`src/rtl/rv32_hpm_counters_if.sv`:
```
// CSR access and event-strobe bundle shared between the execute stage and the
// performance-counter bank.
interface rv32_hpm_counters_if #(
  parameter int unsigned NUM_EVENTS = 8
) ();
  logic                  stall_in;
  logic                  read_in;
  logic                  write_in;
  logic [1:0]            write_op_in;
  logic                  src_in;
  logic [11:0]           csr_in;
  logic [31:0]           rs1_value_in;
  logic [31:0]           imm_value_in;
  logic                  instr_retired_in;
  logic [NUM_EVENTS-1:0] events_in;
  logic [31:0]           read_value_out;
  logic                  hit_out;
  logic                  illegal_out;

  modport master (
    output stall_in, read_in, write_in, write_op_in, src_in, csr_in, rs1_value_in,
           imm_value_in, instr_retired_in, events_in,
    input  read_value_out, hit_out, illegal_out
  );

  modport slave (
    input  stall_in, read_in, write_in, write_op_in, src_in, csr_in, rs1_value_in,
           imm_value_in, instr_retired_in, events_in,
    output read_value_out, hit_out, illegal_out
  );
endinterface

```
`src/rtl/rv32_hpm_counters.sv`:
```
// Machine/user performance counters: mcycle, minstret, programmable mhpmcounterN with
// WARL event selectors, mcountinhibit and the read-only user shadows.
module rv32_hpm_counters #(
  parameter int unsigned NUM_COUNTERS  = 4,
  parameter int unsigned COUNTER_WIDTH = 64,
  parameter int unsigned NUM_EVENTS    = 8
) (
  input logic                clk,
  input logic                reset,
  rv32_hpm_counters_if.slave bus
);

  localparam int unsigned W      = COUNTER_WIDTH;
  localparam int unsigned NumHpm = (NUM_COUNTERS > 0) ? NUM_COUNTERS : 1;
  localparam logic [63:0] HpmBits = ((64'd1 << NUM_COUNTERS) - 64'd1) << 3;
  localparam logic [31:0] InhMask = 32'h5 | HpmBits[31:0];

  logic [W-1:0]  cycle_q, cycle_d, instret_q, instret_d;
  logic [W-1:0]  hpm_q [NumHpm];
  logic [W-1:0]  hpm_d [NumHpm];
  logic [4:0]    evsel_q [NumHpm];
  logic [4:0]    evsel_d [NumHpm];
  logic [31:0]   inhibit_q, inhibit_d;

  logic [4:0]    idx;
  logic          hi_half;
  logic          is_mcnt, is_ucnt, is_evt, is_inh, hit, illegal;
  logic [63:0]   cnt_sel;
  logic [4:0]    evt_sel;
  logic [31:0]   rdata, wval, new_value;
  logic          wr_ok, wr_cnt;
  logic [31:0]   ev_vec;

  function automatic logic [63:0] ext64(input logic [W-1:0] v);
    logic [63:0] e;
    e = '0;
    e[W-1:0] = v;
    return e;
  endfunction

  // A write to one half replaces it verbatim and suppresses that cycle's increment.
  function automatic logic [W-1:0] upd(input logic [W-1:0] cur, input logic inc,
                                       input logic wr, input logic hi, input logic [31:0] val);
    logic [63:0] e;
    e = ext64(cur);
    if (wr) begin
      if (hi) e[63:32] = val;
      else    e[31:0]  = val;
      return e[W-1:0];
    end
    return cur + {{(W-1){1'b0}}, inc};
  endfunction

  always_comb begin
    idx     = bus.csr_in[4:0];
    hi_half = bus.csr_in[7];
    is_mcnt = (bus.csr_in[11:8] == 4'hB) && (bus.csr_in[6:5] == 2'b00) && (idx != 5'd1);
    is_ucnt = (bus.csr_in[11:8] == 4'hC) && (bus.csr_in[6:5] == 2'b00);
    is_evt  = (bus.csr_in[11:5] == 7'b0011001) && (idx >= 5'd3);
    is_inh  = (bus.csr_in == 12'h320);
    hit     = is_mcnt | is_ucnt | is_evt | is_inh;
    illegal = (bus.read_in | bus.write_in) && hit && bus.write_in &&
              (bus.csr_in[11:10] == 2'b11);
  end

  // Read mux; index 1 only reaches here through time/timeh, which alias cycle.
  always_comb begin
    cnt_sel = '0;
    evt_sel = '0;
    if (idx == 5'd0 || idx == 5'd1) cnt_sel = ext64(cycle_q);
    else if (idx == 5'd2)           cnt_sel = ext64(instret_q);
    for (int j = 0; j < NUM_COUNTERS; j++) begin
      if (idx == 5'(j + 3)) begin
        cnt_sel = ext64(hpm_q[j]);
        evt_sel = evsel_q[j];
      end
    end
    rdata = '0;
    if (is_mcnt || is_ucnt) rdata = hi_half ? cnt_sel[63:32] : cnt_sel[31:0];
    else if (is_evt)        rdata = {27'd0, evt_sel};
    else if (is_inh)        rdata = inhibit_q;
  end

  always_comb begin
    wval = bus.src_in ? bus.rs1_value_in : bus.imm_value_in;
    case (bus.write_op_in)
      2'b00:   new_value = wval;
      2'b01:   new_value = rdata | wval;
      2'b10:   new_value = rdata & ~wval;
      default: new_value = rdata;
    endcase
    wr_ok  = bus.write_in && !bus.stall_in && hit && !illegal && (bus.write_op_in != 2'b11);
    wr_cnt = wr_ok && is_mcnt;
  end

  always_comb begin
    ev_vec = '0;
    for (int k = 0; k < NUM_EVENTS; k++) ev_vec[k+1] = bus.events_in[k];

    cycle_d   = upd(cycle_q, !inhibit_q[0], wr_cnt && (idx == 5'd0), hi_half, new_value);
    instret_d = upd(instret_q, bus.instr_retired_in && !inhibit_q[2],
                    wr_cnt && (idx == 5'd2), hi_half, new_value);

    for (int j = 0; j < NumHpm; j++) begin
      hpm_d[j]   = hpm_q[j];
      evsel_d[j] = evsel_q[j];
      if (j < NUM_COUNTERS) begin
        // Bit 0 of ev_vec is tied low, so selector 0 never counts.
        hpm_d[j] = upd(hpm_q[j], ev_vec[evsel_q[j]] && !inhibit_q[j+3],
                       wr_cnt && (idx == 5'(j + 3)), hi_half, new_value);
        if (wr_ok && is_evt && (idx == 5'(j + 3))) begin
          evsel_d[j] = (new_value <= NUM_EVENTS) ? new_value[4:0] : 5'd0;
        end
      end
    end

    inhibit_d = (wr_ok && is_inh) ? (new_value & InhMask) : inhibit_q;
  end

  always_ff @(posedge clk or posedge reset) begin
    if (reset) begin
      cycle_q   <= '0;
      instret_q <= '0;
      inhibit_q <= '0;
      for (int j = 0; j < NumHpm; j++) begin
        hpm_q[j]   <= '0;
        evsel_q[j] <= '0;
      end
    end else begin
      cycle_q   <= cycle_d;
      instret_q <= instret_d;
      inhibit_q <= inhibit_d;
      for (int j = 0; j < NumHpm; j++) begin
        hpm_q[j]   <= hpm_d[j];
        evsel_q[j] <= evsel_d[j];
      end
    end
  end

  always_comb begin
    bus.read_value_out = hit ? rdata : 32'd0;
    bus.hit_out        = hit;
    bus.illegal_out    = illegal;
  end

endmodule

```
`src/flat_wrapper.sv`:
```
// flat-port wrapper written by rule: the top's interface ports become plain ports
module rv32_hpm_counters_flat 
#(
  parameter int unsigned NUM_COUNTERS  = 4,
  parameter int unsigned COUNTER_WIDTH = 64,
  parameter int unsigned NUM_EVENTS    = 8
)
  (clk, reset, bus_stall_in, bus_read_in, bus_write_in, bus_write_op_in, bus_src_in, bus_csr_in, bus_rs1_value_in, bus_imm_value_in, bus_instr_retired_in, bus_events_in, bus_read_value_out, bus_hit_out, bus_illegal_out);
  rv32_hpm_counters_if #(.NUM_EVENTS(NUM_EVENTS)) bus_i ();
  input logic clk;
  input logic reset;
  input wire logic [$bits(bus_i.stall_in)-1:0] bus_stall_in;
  input wire logic [$bits(bus_i.read_in)-1:0] bus_read_in;
  input wire logic [$bits(bus_i.write_in)-1:0] bus_write_in;
  input wire logic [$bits(bus_i.write_op_in)-1:0] bus_write_op_in;
  input wire logic [$bits(bus_i.src_in)-1:0] bus_src_in;
  input wire logic [$bits(bus_i.csr_in)-1:0] bus_csr_in;
  input wire logic [$bits(bus_i.rs1_value_in)-1:0] bus_rs1_value_in;
  input wire logic [$bits(bus_i.imm_value_in)-1:0] bus_imm_value_in;
  input wire logic [$bits(bus_i.instr_retired_in)-1:0] bus_instr_retired_in;
  input wire logic [$bits(bus_i.events_in)-1:0] bus_events_in;
  output wire logic [$bits(bus_i.read_value_out)-1:0] bus_read_value_out;
  output wire logic [$bits(bus_i.hit_out)-1:0] bus_hit_out;
  output wire logic [$bits(bus_i.illegal_out)-1:0] bus_illegal_out;
  assign bus_i.stall_in = bus_stall_in;
  assign bus_i.read_in = bus_read_in;
  assign bus_i.write_in = bus_write_in;
  assign bus_i.write_op_in = bus_write_op_in;
  assign bus_i.src_in = bus_src_in;
  assign bus_i.csr_in = bus_csr_in;
  assign bus_i.rs1_value_in = bus_rs1_value_in;
  assign bus_i.imm_value_in = bus_imm_value_in;
  assign bus_i.instr_retired_in = bus_instr_retired_in;
  assign bus_i.events_in = bus_events_in;
  assign bus_read_value_out = bus_i.read_value_out;
  assign bus_hit_out = bus_i.hit_out;
  assign bus_illegal_out = bus_i.illegal_out;
  rv32_hpm_counters #(.NUM_COUNTERS(NUM_COUNTERS), .COUNTER_WIDTH(COUNTER_WIDTH), .NUM_EVENTS(NUM_EVENTS)) u_core (.clk(clk), .reset(reset), .bus(bus_i));
endmodule
```
`config.mk`:
```
export PLATFORM = sky130hd
export DESIGN_NAME = rv32_hpm_counters_flat
export DESIGN_NICKNAME = d
export VERILOG_FILES = /design/src/rtl/rv32_hpm_counters_if.sv /design/src/rtl/rv32_hpm_counters.sv /design/src/flat_wrapper.sv
export SDC_FILE = /design/constraint.sdc
export NUM_CORES = 2
export LEC_CHECK = 0
export ABC_AREA = 0
export CAP_MARGIN = 40
export CORE_ASPECT_RATIO = 0.9
export CORE_MARGIN = 2
export CORE_UTILIZATION = 50
export CTS_CLUSTER_DIAMETER = 60
export DETAILED_ROUTE_END_ITERATION = 8
export PLACE_DENSITY_LB_ADDON = 0.08
export RECOVER_POWER = 50
export REMOVE_ABC_BUFFERS = 1
export SYNTH_ARGS = -nofsm -noshare
export SYNTH_HDL_FRONTEND = slang
export SYNTH_SLANG_ARGS = --single-unit
```
`constraint.sdc`:
```
create_clock -name clk -period 18.3 [get_ports clk]
set_input_delay 1.83 -clock clk [delete_from_list [all_inputs] [get_ports clk]]
set_output_delay 1.83 -clock clk [all_outputs]
set_load 0.02 [all_outputs]
```
Yosys cells after proc, flatten, opt, wreduce, memory -nomap -nowiden:

Index checks and enable logic that the tools add are counted.
Widths: inputs -> output; s select.

* input bits: 93
* output and inout bits: 34
* logic and storage cells: 151
* register bits after elaboration: 410

* mux-type cells: 46
* equality and inequality tests: 27
* bitwise operators: 7
* reduce and logical (&&, ||, !) cells: 42
* add/sub/neg operators: 6
* magnitude comparators: 6

Operator list (number)
* $mux 64: 18
* $add 64x1->64: 6
* $mux 32: 7
* $pmux 32 s3: 1
* $ne 3x3->1 const B: 12
* $and 32x32->32: 1
* $le 32x4->1 const B: 1
* $not 32->32: 1
* $or 32x32->32: 1
* $logic_and 1x1->1: 29
* $mux 5: 5
* $lt 5x6->1 const B: 4
* $bmux 1 s5: 4
* $eq 5x3->1 const B: 3
* $eq 12x10->1 const B: 1
* $eq 5x2->1 const B: 2
* $mux 1: 10
* $eq 4x4->1 const B: 2
* $logic_not 1->1: 8
* $eq 7x5->1 const B: 1
* $mux 7: 1
* $eq 5x1->1 const B: 1
* $ge 5x2->1 const B: 1
* $logic_not 5->1: 1
* 7 further kinds: 13

Logic depth before layout (Yosys ltp):

* depth in word-level cells: 16
* gate-level depth with buffers: 19
* gate-level depth less buffers: 19

Worst setup path after synthesis:

No wires, ideal clock.

* path kind: input port to output port
* start: in bus_csr_in[2]
* end: out bus_read_value_out[5]
* path buffers: 4
* cell stages on the path: 9
* data required time: 16.470 ns
* arrival time: 4.277 ns
* path slack: 12.193 ns
* cell sequence: buf_4 -> or4b_2 -> buf_2 -> buf_2 -> clkbuf_1 -> a2bb2oi_1 -> o32a_1 -> o21a_1 -> o21ai_0

* cells in the longest elaborated chain, start to end: 10
* elaborated cells between the ends (all ways): 28
* classes of those cells: 1 x order compare; 8 x eq/ne; 11 x mux; 3 x bitwise; 5 x reduce/logical

Ends and longest elaborated chain
* from (decl): line flat_wrapper.sv:17 `input wire logic [$bits(bus_i.csr_in)-1:0] bus_csr_in;`
* $eq 5x2->1, or another cell as far along: line rv32_hpm_counters.sv:71 `else if (idx == 5'd2) cnt_sel = ext64(instret_q);`
* $mux 64 or $logic_or 1x1->1 (tied branches): line rv32_hpm_counters.sv:71, rv32_hpm_counters.sv:70
* $mux 64: line rv32_hpm_counters.sv:70 `if (idx == 5'd0 || idx == 5'd1) cnt_sel = ext64(cycle_q);`
* $mux 64 (4 in series): line rv32_hpm_counters.sv:73 `if (idx == 5'(j + 3)) begin`
* $mux 32 (2 in series): line rv32_hpm_counters.sv:79 `if (is_mcnt || is_ucnt) rdata = hi_half ? cnt_sel[63:32] : cnt_sel[31:0];`
* $mux 32 (*): line rv32_hpm_counters.sv:141 `bus.read_value_out = hit ? rdata : 32'd0;`
* to (decl): line flat_wrapper.sv:22 `output wire logic [$bits(bus_i.read_value_out)-1:0] bus_read_value_out;`

Mark *: on every way between the ends. The rest lies on a longest branch, timed or not.

==> metrics.cfg <==
[outcome]
status=finished, violations left
violations=capacitance limit, slew limit

[placement]
place_hpwl_um=96000
port_buffers=125
place_inst=4304
routabilityCongestion=1.04

[power]
pwr-share-comb_pct=11.3
p_leak_nw=13.2
p_total_mw=2.21
powerDensity_mw_per_mm2=67.8
seqPwrFrac_pct=42.3
power.switching_mw=0.623
clkPwrFrac_pct=46.4
p_int_mw=1.58
vdd_drop_max_mv=0.0636
swShare_pct=28.2

[timing]
slew_headroom_pct=-209
tightest_slew_ns=4.61
rsz0062_at_grt=false
tns_ns=0
final-hold-violation-count=0
timing.hold.ws_ns=0.520
fin_skew_ns=0.0259
max_clock_freq_ghz=0.0905
period_minus_slack_ns=11.05
timing.final.crit_share_pct=60.4
slew_viol_final=503
final-setup-viol-count=0

[setup_path]
crit_type=input port to async pin
slowest_delay_ns=2.54
critPathArrivalTime_ns=11.11
cpMostUsedCell=clkbuf_1
end_kind=async pin
cp-startpoint=reset
crit_path_end=u_core.instret_q[53]
cp_max_fo=95
crit_required_ns=18.36
start_kind=input port
crit_buf_inv=6
path_cells=dlygate4sd3_1, clkinvlp_2, clkbuf_1, clkbuf_1, clkbuf_1, clkbuf_1
r2r_slack_ns=13.14
regToRegStartpoint=u_core.evsel_q[1]
r2r_cells=16
cp_num_cells=6
rr_endpoint=u_core.hpm_q[60]
cpLargestDelayFamily=buffers and inverters
cpMaxStageDelayCell=clkinvlp_2

[layout]
seq_area_sq_mm=0.0103
fin_util_pct=57.3
multi_input_area_sq_mm=0.0171
synthToLayoutAreaGrowth_pct=13.6
drive_gt1_share_pct=9.11
layout.nets=3700
n_fill_cell=5287
fin_cells=4398

[route]
detail_route.wl_per_cell_um=30.5
dr.pass1.iters=7
routed_wl_um=134000
vias=32408
first_iter_violations=5487
drc=0
ant_nets=0
vias_per_cell=7.37

[floorplanning]
start_util_pct=50.4
rows=83
io_pins=127
core_area_sq_mm=0.0568
die_x_um=256
die_h_um=231
dieArea_sq_mm=0.0592

[logic_synthesis]
synth_most_common_cell=dfrtp_1
synth.area.top_cells=dfrtp_1 36%, a21oi_1 5.6%, nor2_1 4.7%
synth_area_leader_cell=dfrtp_1
synth_top_cell_area_share_pct=35.8
yosysSeqAreaShare_pct=35.8
ys_ff_latch=410
avgSynthCellArea_sq_um=8.07
netlist_instances=3550
synth_edf_count=0
synthTopCellsByCount=410 x dfrtp_1, 358 x nor2_1, 351 x nand2_1
synth_cell_types=96
synth-main-ff-cell=dfrtp_1
async_reset_ff_share_pct=100
yosysWarnings=0
synth_area_sq_mm=0.0286

[clock_tree]
tritoncts.num_buffers=51
ctsLongestPathBuffers=3
clk_latency_ns=0.62
cts_tree=built
clock-root-buffer=clkbuf_16
clk_pin_slew_worst_paths_ns=0.06
clock-sinks=410
postCtsSetupBuffers=0
holdBufCountCts=0
htreeDepth=2
cts_resized=0

[worst_hold_path]
hold_class=flop to flop

[global_route]
grt_pass1_vias=29872
antenna_found_initial=1
gr-usage-all-layers_pct=44.1
grt_max_degree=96
grt_pass1_wl_um=197000
gr-total-overflow=0

[job]
drv_cap=10

-- power by group through the flow --
stage               Sequential [mW]  Clock [mW]  Combinational (mW)
CTS                           0.933        1.02               0.244
finish                        0.934        1.02               0.249
global route                  0.935        1.06               0.257
global placement              0.948           0               0.232
floorplan                     0.944           0               0.104
detailed placement            0.949           0               0.243
-- placed cells by master, fill, tap and decap left out, types with 89 or more instances in the layout --
cell type        count
nor3_1             110
and3_1             118
a211oi_1            96
a21oi_1            321
nand2_1            351
dfrtp_1            410
nor2_1             346
nand3_1            214
o21ai_0            208
nand4_1             89
buf_4               95
clkdlybuf4s50_1    118
-- kinds of logic after synthesis --
group | after synthesis | share of synthesized area (%)
compound gates | 1193 | 28.2
xor+xnor | 16 | 0.489
fa+ha+maj | 12 | 0.524
buf+inv | 320 | 4.76
flops | 410 | 35.8
mux | 127 | 4.77
simple gates | 1472 | 25.5
-- cell type report --
cell class | count | area share, %
multi-input combinational | 2820 | 52.6
antenna | 1 | 0.00769
timing repair buffer | 256 | 7.21
tap | 765 | 2.94
sequential | 410 | 31.5
clock inverter | 15 | 0.408
clock buffer | 75 | 4.61
inverter | 56 | 0.650
-- flip-flops by register name, indices dropped and copies added, names as in the netlist --
signal,cells
u_core.hpm_q,256
u_core.evsel_q,20
u_core.cycle_q,64
u_core.instret_q,64
u_core.inhibit_q,6
-- layer usage --
layer	up-vias	wire length, um	track usage [%]
met1	15628	52200	61.9
met5	-	13	0
met3	509	19600	12.5
met2	2637	53100	60.0
li1	13632	-	-
met4	2	9120	26.1
-- tightest hold or removal path, cell delays in order, from the launching register on --
cell	delay [ns]
dfrtp_1	0.36
nand2_1	0.05
o21ai_0	0.07
-- through the flow --
stage | cell area (sq um) | setup WS (ns)
5_1_grt | 32500 | 5.72
3_5_place_dp | 31000 | 10.43
6_report | 32500 | 7.25
4_1_cts | 32700 | 10.43
3_3_place_gp | 30600 | 10.23
2_1_floorplan | 27500 | 5.06
-- worst min path at each step --
stage                                    from             endpoint  slack [ns]  depth (start not counted)
after floorplan             u_core.hpm_q[185]    u_core.hpm_q[185]        0.46                          1
after global placement      u_core.hpm_q[182]    u_core.hpm_q[182]        0.49                          1
final                     u_core.inhibit_q[2]  u_core.inhibit_q[2]        0.52                          2
after detailed placement  u_core.inhibit_q[4]  u_core.inhibit_q[4]        0.50                          2
after CTS                 u_core.inhibit_q[2]  u_core.inhibit_q[2]        0.52                          2
after global routing         u_core.hpm_q[38]     u_core.hpm_q[38]        0.54                          1
Power figures use the tool's default switching activity.
